==> config.mk <==
export PLATFORM = sky130hd
export DESIGN_NAME = debug_loader
export DESIGN_NICKNAME = d
export VERILOG_FILES = /design/src/rtl/debug_loader.sv
export SDC_FILE = /design/constraint.sdc
export NUM_CORES = 1
export LEC_CHECK = 0
export CORE_MARGIN = 2
export CORE_UTILIZATION = 50
export CTS_CLUSTER_SIZE = 28
export DETAILED_ROUTE_END_ITERATION = 8
export HOLD_SLACK_MARGIN = 0.03
export MAX_ROUTING_LAYER = met4
export PLACE_DENSITY = 0.75
export SYNTH_ARGS = -nofsm -noshare
export SYNTH_HDL_FRONTEND = slang
export SYNTH_SLANG_ARGS = --single-unit
==> constraint.sdc <==
create_clock -name i_clk -period 4.8 [get_ports i_clk]
set_input_delay 0.72 -clock i_clk [delete_from_list [all_inputs] [get_ports i_clk]]
set_output_delay 0.72 -clock i_clk [all_outputs]
set_load 0.01 [all_outputs]
==> src/rtl/debug_loader.sv <==
// debug_loader: UART-side debug controller that loads instruction memory, runs or steps the pipeline and reports the PC.
// Optional load inactivity timeout is built only when DEBUG_LOADER_TIMEOUT_EN is defined.
module debug_loader #(
    parameter int unsigned        NB_INST     = 32,
    parameter int unsigned        NB_ADDR     = 32,
    parameter int unsigned        NB_BYTE     = 8,
    parameter int unsigned        MAX_INST    = 64,
    parameter logic [NB_INST-1:0] HALT_INST   = 32'hFFFF_FFFF,
    parameter logic [NB_BYTE-1:0] CMD_LOAD    = 8'h4C,
    parameter logic [NB_BYTE-1:0] CMD_RUN     = 8'h52,
    parameter logic [NB_BYTE-1:0] CMD_STEP    = 8'h53,
    parameter int unsigned        TIMEOUT_CYC = 1000000
) (
    input  logic               i_clk,
    input  logic               i_reset,
    input  logic [NB_BYTE-1:0] i_rx_data,
    input  logic               i_rx_done,
    input  logic               i_tx_done,
    input  logic [NB_ADDR-1:0] i_pc,
    output logic [NB_BYTE-1:0] o_tx_data,
    output logic               o_tx_start,
    output logic               o_write,
    output logic [NB_INST-1:0] o_instruction,
    output logic [NB_ADDR-1:0] o_address,
    output logic               o_enable,
    output logic               o_busy
);

    localparam int unsigned INST_BYTES = NB_INST / NB_BYTE;
    localparam int unsigned PC_BYTES   = NB_ADDR / NB_BYTE;
    localparam int unsigned CNT_W      = $clog2((INST_BYTES > PC_BYTES) ? INST_BYTES : PC_BYTES) + 1;
    localparam int unsigned PTR_W      = $clog2(MAX_INST + 1);

    localparam logic [CNT_W-1:0]   LAST_INST_BYTE = CNT_W'(INST_BYTES - 1);
    localparam logic [CNT_W-1:0]   LAST_PC_BYTE   = CNT_W'(PC_BYTES - 1);
    localparam logic [PTR_W-1:0]   LAST_PTR       = PTR_W'(MAX_INST - 1);
    localparam logic [NB_ADDR-1:0] LAST_ADDR      = NB_ADDR'((MAX_INST - 1) * 4);

    typedef enum logic [2:0] {
        S_IDLE,
        S_LOAD,
        S_LOAD_WRITE,
        S_RUN,
        S_STEP,
        S_SEND_LATCH,
        S_SEND_WAIT
    } state_t;

    state_t             r_state;
    logic [CNT_W-1:0]   r_byte_cnt;
    logic [PTR_W-1:0]   r_ptr;
    logic [NB_ADDR-1:0] r_halt_addr;
    logic [NB_INST-1:0] r_shift;
    logic [NB_ADDR-1:0] r_pc_sh;
    logic               r_write;
    logic [NB_INST-1:0] r_instruction;
    logic [NB_ADDR-1:0] r_address;
    logic [NB_BYTE-1:0] r_tx_data;
    logic               r_tx_start;

    logic [NB_INST-1:0] w_next_word;
    logic [NB_ADDR-1:0] w_ptr_addr;
    logic               w_pc_hit;
    logic               w_timeout;

    assign w_next_word = {r_shift[NB_INST-NB_BYTE-1:0], i_rx_data};
    assign w_ptr_addr  = NB_ADDR'(r_ptr) << 2;
    assign w_pc_hit    = (i_pc == r_halt_addr);

`ifdef DEBUG_LOADER_TIMEOUT_EN
    localparam int unsigned        TO_W    = $clog2(TIMEOUT_CYC + 1);
    localparam logic [TO_W-1:0]    TO_LAST = TO_W'(TIMEOUT_CYC - 1);

    logic [TO_W-1:0] r_to_cnt;

    // Counts idle cycles inside LOAD; any received byte or leaving LOAD restarts it.
    always_ff @(posedge i_clk or posedge i_reset) begin
        if (i_reset) begin
            r_to_cnt <= '0;
        end else if ((r_state != S_LOAD) || i_rx_done) begin
            r_to_cnt <= '0;
        end else begin
            r_to_cnt <= r_to_cnt + 1'b1;
        end
    end

    assign w_timeout = (r_state == S_LOAD) && !i_rx_done && (r_to_cnt == TO_LAST);
`else
    assign w_timeout = 1'b0;
`endif

    always_ff @(posedge i_clk or posedge i_reset) begin
        if (i_reset) begin
            r_state       <= S_IDLE;
            r_byte_cnt    <= '0;
            r_ptr         <= '0;
            r_halt_addr   <= '0;
            r_shift       <= '0;
            r_pc_sh       <= '0;
            r_write       <= 1'b0;
            r_instruction <= '0;
            r_address     <= '0;
            r_tx_data     <= '0;
            r_tx_start    <= 1'b0;
        end else begin
            r_write    <= 1'b0;
            r_tx_start <= 1'b0;
            case (r_state)
                S_IDLE: begin
                    if (i_rx_done) begin
                        if (i_rx_data == CMD_LOAD) begin
                            r_state    <= S_LOAD;
                            r_ptr      <= '0;
                            r_byte_cnt <= '0;
                        end else if (i_rx_data == CMD_RUN) begin
                            r_state <= S_RUN;
                        end else if (i_rx_data == CMD_STEP) begin
                            r_state <= S_STEP;
                        end
                    end
                end
                S_LOAD: begin
                    if (i_rx_done) begin
                        r_shift <= w_next_word;
                        if (r_byte_cnt == LAST_INST_BYTE) begin
                            r_state       <= S_LOAD_WRITE;
                            r_write       <= 1'b1;
                            r_instruction <= w_next_word;
                            r_address     <= w_ptr_addr;
                        end else begin
                            r_byte_cnt <= r_byte_cnt + 1'b1;
                        end
                    end else if (w_timeout) begin
                        r_state    <= S_IDLE;
                        r_shift    <= '0;
                        r_byte_cnt <= '0;
                    end
                end
                S_LOAD_WRITE: begin
                    // Write strobe, data and address are all visible during this cycle.
                    r_ptr      <= r_ptr + 1'b1;
                    r_byte_cnt <= '0;
                    if (r_shift == HALT_INST) begin
                        r_halt_addr <= w_ptr_addr;
                        r_state     <= S_IDLE;
                    end else if (r_ptr == LAST_PTR) begin
                        r_halt_addr <= LAST_ADDR;
                        r_state     <= S_IDLE;
                    end else begin
                        r_state <= S_LOAD;
                    end
                end
                S_RUN: begin
                    if (w_pc_hit) begin
                        r_state <= S_SEND_LATCH;
                    end
                end
                S_STEP: begin
                    r_state <= S_SEND_LATCH;
                end
                S_SEND_LATCH: begin
                    r_tx_data  <= i_pc[NB_ADDR-1 -: NB_BYTE];
                    r_pc_sh    <= i_pc << NB_BYTE;
                    r_tx_start <= 1'b1;
                    r_byte_cnt <= '0;
                    r_state    <= S_SEND_WAIT;
                end
                S_SEND_WAIT: begin
                    if (i_tx_done) begin
                        if (r_byte_cnt == LAST_PC_BYTE) begin
                            r_byte_cnt <= '0;
                            r_state    <= S_IDLE;
                        end else begin
                            r_byte_cnt <= r_byte_cnt + 1'b1;
                            r_tx_data  <= r_pc_sh[NB_ADDR-1 -: NB_BYTE];
                            r_pc_sh    <= r_pc_sh << NB_BYTE;
                            r_tx_start <= 1'b1;
                        end
                    end
                end
                default: begin
                    r_state <= S_IDLE;
                end
            endcase
        end
    end

    // Run enable drops in the very cycle the PC reaches the halt address.
    assign o_enable      = (r_state == S_STEP) || ((r_state == S_RUN) && !w_pc_hit);
    assign o_busy        = (r_state != S_IDLE);
    assign o_write       = r_write;
    assign o_instruction = r_instruction;
    assign o_address     = r_address;
    assign o_tx_data     = r_tx_data;
    assign o_tx_start    = r_tx_start;

endmodule

==> impl_summary.log, run 1 <==
INFO  metric outcome = complete, no violations
INFO  metric post_cts_buffers = 0
INFO  metric hold_path_end = r_pc_sh[17]
INFO  metric cp-start-kind = input port
INFO  metric end_kind = output port
INFO  metric dr_vias_cell = 5.452
INFO  metric worst_case_reg_to_reg_path_depth = 6
INFO  metric synth_enable_flop_cells = 0
INFO  metric cts_tree = built
INFO  metric tritoncts_num_sinks = 125
INFO  metric leakage = 3.351 nW
INFO  metric grt_pass1_wl = 19790 µm
INFO  metric final_layout_setup_total_negative_slack = 0 ns
INFO  metric post_synth_inst_count = 457
INFO  metric initial_utilization = 0.5185
INFO  metric hold_path_depth = 2
INFO  metric timing_worst_slew_pin_value = 0.8805 ns
INFO  metric fp.dieArea = 12210 µm²
INFO  metric yosysUniqueCellTypes = 52
INFO  metric hold_violations = 0
INFO  metric max_slew_margin = 0.4130
INFO  metric dp_cells = 675
INFO  metric cts_max_level = 4
INFO  metric ys.flop_type = sky130_fd_sc_hd__dfrtp_1
INFO  metric area_growth_syn_to_layout = 26.74%
INFO  metric post-synth-top-count-cell = sky130_fd_sc_hd__dfrtp_1
INFO  metric min_cycle_time_layout = 3.621 ns
INFO  metric power.density_cell_area = 601.6 nW/µm²
INFO  metric groute.usage.overall = 0.2060
INFO  metric design.portCount = 120
INFO  metric slowest_stage = sky130_fd_sc_hd__clkdlybuf4s50_1
INFO  metric worst_path_bufs_invs = 2
INFO  metric maxCapViolations = 0
INFO  metric dr_total_vias = 3844
INFO  metric post_drt_wl_per_cell = 16.52 µm
INFO  metric num_rows = 38
INFO  metric netlist_top_cells_count = sky130_fd_sc_hd__dfrtp_1 (125), sky130_fd_sc_hd__mux2_2 (71), sky130_fd_sc_hd__nand2_1 (32)
INFO  metric peak_supply_drop = 0.3535 mV
INFO  metric ant_nets = 0
INFO  metric seq_area_frac_synth = 0.5516
INFO  metric setup.worst_path.class = input port to output port
INFO  metric gp_congestion = 0.8357
INFO  metric via_count_of_the_first_global_routing_pass = 3871
INFO  metric die-width = 110.5 µm
INFO  metric drt_first_pass_iters = 4
INFO  metric setup_repair_after_global_routing_missed_its_margin = no
INFO  metric first_iter_violations = 202
INFO  metric synth_top_cell_area_share = 0.5516
INFO  metric worst_path_largest_cell_delay = 0.54 ns
INFO  metric crit_fanout = 3
INFO  metric critical_path.cell_chain = clkdlybuf4s50_1 -> nor4_1 -> nand4_1 -> nor4_1 -> o22ai_1 -> clkdlybuf4s50_1
INFO  metric maxSlewViolCount = 0
INFO  metric antenna_found_initial = 0
INFO  metric clk_root_buffer_cell = sky130_fd_sc_hd__clkbuf_16
INFO  metric layout.nets = 602
INFO  metric synth.yosys.warnings = 0
INFO  metric skew = 0.003650 ns
INFO  metric design.core.area = 10940 µm²
INFO  metric final_setup_margin = 1.179 ns
INFO  metric min-delay-path-class = register to register
INFO  metric place.detailed.hpwl = 8112 µm
INFO  metric remaining_drc_errors = 0
INFO  metric crit_arrival = 2.90 ns
INFO  metric grt_max_degree = 74
INFO  metric design_power_total = 4.324 mW
INFO  metric routed_wirelength = 11650 µm
INFO  metric syn-mean-instance-area = 12.41 µm²
INFO  metric final_core_occ = 0.6572
INFO  metric cpLargestDelayFamily = simple AND/OR/NAND/NOR gates
INFO  metric synth.ff_latch_count = 125
INFO  metric mappedNetlistArea = 5670 µm²
INFO  metric critical_path.reg2reg.startpoint = r_state[1]
INFO  metric ctsLongestPathBuffers = 2
INFO  metric fp.dieH = 110.5 µm
INFO  metric crit_required = 4.08 ns
INFO  metric reg2reg_slack = 2.12 ns
INFO  metric cts_hold_repair.buffers = 0
INFO  metric post_cts_resize_count = 0
INFO  metric ant_cells = 0
INFO  metric timing.final.crit_share = 0.7544
INFO  metric timing.fmax = 276.2 MHz
INFO  metric final_cell_count_no_fill = 705
INFO  metric hold_path.startpoint = r_pc_sh[17]
INFO  metric crit-reg2reg-capture = o_tx_data[1]
INFO  metric clkSlewWorstSetupHoldPaths = 0.05 ns
INFO  metric globalRouteOverflowTotal = 0
INFO  metric netlist.top_cell.by_area = sky130_fd_sc_hd__dfrtp_1
INFO  metric layout-drive-gt1-share = 0.2142
INFO  metric setup-violations-final = 0
INFO  metric postSynth.asyncResetShare = 1.000
INFO  metric port_buffers = 94
INFO  metric synth_area_leaders = sky130_fd_sc_hd__dfrtp_1 (55%), sky130_fd_sc_hd__mux2_2 (14%), sky130_fd_sc_hd__mux2i_1 (4.8%)
INFO  metric clk_latency = 0.40 ns
INFO  metric dp_worst_setup_slack = 1.188 ns
INFO  metric cts_inserted_buffers = 17
kinds of logic after synthesis:
| logic type | synth area share |
|---|---|
| simple gates | 0.08474 |
| compound gates | 0.08849 |
| other cells | 0.0006613 |
| flops | 0.5516 |
| xor+xnor | 0.01236 |
| buf+inv | 0.06266 |
| fa+ha+maj | 0.008826 |
| mux | 0.1906 |
stage by stage:
step,hold WS (ns),area (µm²)
finish,0.4834,7187
global route,0.5092,7187
CTS,0.4854,7187
detailed placement,0.4733,6631
global placement,0.4617,6631
floorplan,0.4492,5761
flip-flops by register name, indices dropped and copies added, names as in the netlist:
register and flops:
o_address 7, o_instruction 32, o_tx_data 8, o_tx_start 1
o_write 1, r_byte_cnt 3, r_halt_addr 7, r_pc_sh 24
r_ptr 7, r_shift 32, r_state 3
worst min-delay path, delay by kind of cell (launching register included):
kind,cells,cell delay [ns]
flip-flops,1,0.34
AO/OA/AOI/OAI,1,0.06
AND/OR/NAND/NOR,1,0.05
power by group:
group          internal [mW]  total, mW  switching [mW]
registers               1.44       1.77           0.330
clock network          0.778       1.21           0.429
logic                  0.734       1.34           0.610
layout make-up:
cell class                 instances  area (µm²)
sequential                       125        3128
multi-input combinational        298        2291
inverter                          11       43.79
tap                              140       175.2
clock inverter                     9       95.09
fill                             813        3749
timing repair buffer             101       993.5
clock buffer                      21       460.4
layer usage:
layer  track usage  vias to the layer above  part of all wire
li1              -                     1792                 -
met1        0.2801                     1910              0.47
met2        0.3027                      121              0.46
met3       0.05104                       21             0.050
met4       0.07583                        0             0.019
met5             -                        -                 0
worst max-delay path by stage:
stage,startpoint,endpoint,depth (start not counted)
2_1_floorplan,i_reset,o_address[2],1
3_3_place_gp,i_pc[30],o_enable,6
3_5_place_dp,i_pc[29],o_enable,6
4_1_cts,i_pc[26],o_enable,6
5_1_grt,i_pc[26],o_enable,6
6_report,i_pc[26],o_enable,6
layout by cell type (no fill, tap or decap), drive strengths merged, types with 3 or more instances in the layout:
cell type,Yosys,final
ha,4,4
nor4,8,8
o21ai,36,36
mux2,72,72
dfrtp,125,125
a22o,9,9
nor3,3,3
buf,43,7
mux2i,27,27
nand4,11,11
nor2,17,17
a211oi,4,4
a21oi,4,4
nand2,32,32
xnor2,7,7
o22a,6,6
nand3,6,6
clkinv,0,7
clkbuf,4,21
inv,11,11
conb,1,25
clkdlybuf4s50,0,94
(Power assumes the default switching activity.)
==> run 2, diff against run 1 <==
--- a/config.mk
+++ b/config.mk
@@ -6,12 +6,12 @@
 export NUM_CORES = 1
 export LEC_CHECK = 0
 export CORE_MARGIN = 2
-export CORE_UTILIZATION = 50
+export CORE_UTILIZATION = 46
 export CTS_CLUSTER_SIZE = 28
 export DETAILED_ROUTE_END_ITERATION = 8
 export HOLD_SLACK_MARGIN = 0.03
 export MAX_ROUTING_LAYER = met4
-export PLACE_DENSITY = 0.75
+export PLACE_DENSITY = 0.72
 export SYNTH_ARGS = -nofsm -noshare
 export SYNTH_HDL_FRONTEND = slang
 export SYNTH_SLANG_ARGS = --single-unit
==> constraint.sdc (replaced) <==
create_clock -name i_clk -period 2.9 [get_ports i_clk]
set_input_delay 0.435 -clock i_clk [delete_from_list [all_inputs] [get_ports i_clk]]
set_output_delay 0.435 -clock i_clk [all_outputs]
set_load 0.01 [all_outputs]
==> run 2 against run 1 <==
Net effect:
- via count fell by 0.16%
- sequential cell count did not move
- first-iteration DRC count rose by 7.9%
- utilization fell by 4.3 points
- critical endpoint unchanged
- largest cell class unchanged
- worst setup slack got worse by 0.96 ns
- combinational power rose by 70%
==> impl_summary.log, run 2 (synthesized netlist as in run 1, its figures left out) <==
INFO  metric outcome = complete, no violations
INFO  metric crit_required = 2.47 ns (-1.61 ns)
INFO  metric cts_inserted_buffers = 17 (unchanged)
INFO  metric grt_pass1_wl = 20080 µm (+1.5%)
INFO  metric leakage = 3.423 nW (+2.2%)
INFO  metric worst_path_bufs_invs = 3 (+1)
INFO  metric setup.worst_path.class = input port to output port
INFO  metric final_setup_margin = 0.2179 ns (-0.9610 ns)
INFO  metric gr-usage-met1 = 0.2601 (-0.01993)
INFO  metric timing.critical_path.depth = 7 (+1)
INFO  metric crit_arrival = 2.25 ns (-0.65 ns)
INFO  metric post_drt_wl_per_cell = 16.90 µm (+2.3%)
INFO  metric skew = 0.009713 ns (+0.006063 ns)
INFO  metric fp.dieH = 115.0 µm (+4.1%)
INFO  metric startpoint = i_pc[21]
INFO  metric cpLargestDelayFamily = simple AND/OR/NAND/NOR gates
INFO  metric hold_violations = 0 (unchanged)
INFO  metric min_cycle_time_layout = 2.682 ns
INFO  metric timing_worst_slew_pin_value = 0.5624 ns (-0.3182 ns)
INFO  metric p_switching = 2.357 mW (+72%)
INFO  metric filler_cells_inserted = 924 (+14%)
INFO  metric die-width = 115.0 µm (+4.1%)
INFO  metric remaining_drc_errors = 0 (unchanged)
INFO  metric gp_congestion = 0.7841 (-6.2%)
INFO  metric layout.cells.most_common = sky130_fd_sc_hd__dfrtp_1
INFO  metric maxSlewViolCount = 0 (unchanged)
INFO  metric design.portCount = 120 (unchanged)
INFO  metric groute.usage.overall = 0.2030 (-0.003015)
INFO  metric clkSlewWorstSetupHoldPaths = 0.05 ns (about the same)
INFO  metric dr_vias_cell = 5.353 (-1.8%)
INFO  metric clk_latency = 0.42 ns (+0.02 ns)
INFO  metric place.detailed.hpwl = 8353 µm (+3.0%)
INFO  metric worst_path_largest_cell_delay = 0.45 ns (-0.09 ns)
INFO  metric antenna_found_initial = 0 (unchanged)
INFO  metric ant_nets = 0 (unchanged)
INFO  metric timing.final.crit_share = 0.9249
INFO  metric layout-drive-gt1-share = 0.2298 (+0.01567)
INFO  metric grt_max_degree = 86 (+16%)
INFO  metric layout.nets = 605 (+0.50%)
INFO  metric num_rows = 40 (+5.3%)
INFO  metric setup_repair_after_global_routing_missed_its_margin = no
INFO  metric critical_path.cell_chain = clkdlybuf4s50_1 -> nor4_1 -> nand4_1 -> nor4_2 -> buf_4 -> o22ai_1 -> dlymetal6s2s_1
INFO  metric internal_power = 5.190 mW (+76%)
INFO  metric cts_hold_repair.buffers = 0 (unchanged)
INFO  metric grt.met3_usage = 0.06168 (+0.01063)
INFO  metric max_slew_margin = 0.6251 (+0.2121)
INFO  metric p_seq_frac = 0.390 (-0.020)
INFO  metric cp-start-kind = input port
INFO  metric clk_root_buffer_cell = sky130_fd_sc_hd__clkbuf_16
INFO  metric min-delay-path-class = input port to asynchronous set/reset pin
INFO  metric ctsLongestPathBuffers = 2 (unchanged)
INFO  metric critical_path.reg2reg.startpoint = r_state[1]
INFO  metric minimum_hold_slack = 0.4511 ns (-0.03236 ns)
INFO  metric routed_wirelength = 12120 µm (+4.0%)
INFO  metric first_iter_violations = 218 (+7.9%)
INFO  metric grtUsageMet2 = 0.3055 (+0.002832)
INFO  metric end_kind = output port
INFO  metric slowest_stage = sky130_fd_sc_hd__clkdlybuf4s50_1
INFO  metric area_growth_syn_to_layout = 30.14%
INFO  metric design.core.area = 12010 µm² (+9.8%)
INFO  metric port_buffers = 94 (unchanged)
INFO  metric mostFrequentLayoutCells = sky130_fd_sc_hd__dfrtp_1 (125), sky130_fd_sc_hd__clkdlybuf4s50_1 (93), sky130_fd_sc_hd__mux2_2 (71)
INFO  metric dp_worst_setup_slack = -0.1452 ns (-1.333 ns)
INFO  metric cts_tree = built
INFO  metric maxCapViolations = 0 (unchanged)
INFO  metric power.clock.fraction = 0.307 (+0.028)
INFO  metric ant_cells = 0 (unchanged)
INFO  metric power.density_cell_area = 1023 nW/µm² (+70%)
INFO  metric worst_case_reg_to_reg_path_depth = 5 (-1)
INFO  metric switching_share = 0.3123 (-0.004415)
INFO  metric endpoint = o_enable
INFO  metric drt_first_pass_iters = 4 (unchanged)
INFO  metric global_route.peak_usage_layer = met2
INFO  metric tritoncts_num_sinks = 125 (unchanged)
INFO  metric cts_max_level = 4 (unchanged)
INFO  metric peak_supply_drop = 0.5308 mV (+50%)
INFO  metric dr_total_vias = 3838 (-0.16%)
INFO  metric setup-violations-final = 0 (unchanged)
INFO  metric via_count_of_the_first_global_routing_pass = 3915 (+1.1%)
INFO  metric power.share.combinational = 0.303 (-0.008)
INFO  metric globalRouteOverflowTotal = 0 (unchanged)
INFO  metric crit_fanout = 3 (unchanged)
INFO  metric fp.dieArea = 13230 µm² (+8.4%)
INFO  metric reg2reg_slack = 0.80 ns (-1.32 ns)
INFO  metric initial_utilization = 0.4721 (-0.04645)
INFO  metric crit-reg2reg-capture = o_address[2]
INFO  metric timing.fmax = 372.8 MHz
run 2: changes by cell type in the layout (fill, tap and decap cells not counted), sizes merged:
cell,before,now
buf,7,10
bufinv,2,5
clkbuf,21,18
clkdlybuf4s50,94,93
clkinv,7,6
clkinvlp,0,4
dlymetal6s2s,0,1
inv,11,10
run 2: power by group through the flow:
stage	logic, mW	registers [mW]	clock network (mW)
after floorplan	1.55	2.83	0
after global placement	2.23	2.93	0
after detailed placement	2.29	2.96	0
after CTS	2.31	2.94	2.35
after global routing	2.52	3.04	2.43
final	2.28	2.95	2.32
run 2: layer usage:
metal | share of wire | wire (µm)
met5 | 0 | 0
met2 | 0.48 | 5803
met3 | 0.049 | 593
met1 | 0.46 | 5549
met4 | 0.014 | 167
run 2: cell type report:
type / count / area [µm²] / area share
Sequential cell: 125 / 3128 / 0.4239
Multi-Input combinational cell: 298 / 2310 / 0.3130
Timing Repair Buffer: 104 / 1056 / 0.1431
Clock buffer: 18 / 439.2 / 0.05951
Clock inverter: 14 / 217.7 / 0.02950
Tap cell: 147 / 183.9 / 0.02492
Inverter: 11 / 45.04 / 0.006104
run 2: how the worst min path moves through the flow:
| stage | to | startpoint | slack (ns) |
|---|---|---|---|
| 2_1_floorplan | r_pc_sh[19] | r_pc_sh[19] | 0.45 |
| 3_3_place_gp | o_tx_data[2] | o_tx_data[2] | 0.46 |
| 3_5_place_dp | r_pc_sh[26] | r_pc_sh[26] | 0.47 |
| 4_1_cts | o_tx_data[1] | i_reset | 0.45 |
| 5_1_grt | r_pc_sh[25] | i_reset | 0.47 |
| 6_report | o_tx_data[1] | i_reset | 0.45 |
run 2: what timing repair did:
action / CTS / global route
setup endpoints to repair: 1 / 1
setup buffers: 0 / 0
pin swaps: 0 / 1
resized for setup: 2 / 2
run 2: worst min-delay path: stages:
cell and delay, ns:
sky130_fd_sc_hd__clkdlybuf4s50_1 0.44, sky130_fd_sc_hd__clkinvlp_4 0.13, sky130_fd_sc_hd__buf_12 0.23
run 2: through the flow:
| step | setup TNS (ns) | utilization | power [mW] | instances | cell area, µm² |
|---|---|---|---|---|---|
| after detailed placement | -0.1452 | 0.5579 | 5.245 | 685 | 6701 |
| after CTS | 0 | 0.6136 | 7.602 | 717 | 7371 |
| after floorplan | 0 | - | 4.376 | 481 | 5764 |
| final | 0 | 0.6144 | 7.548 | 717 | 7380 |
| after global routing | 0 | 0.6144 | 7.988 | 717 | 7380 |
| after global placement | -0.2002 | 0.5579 | 5.160 | 685 | 6701 |
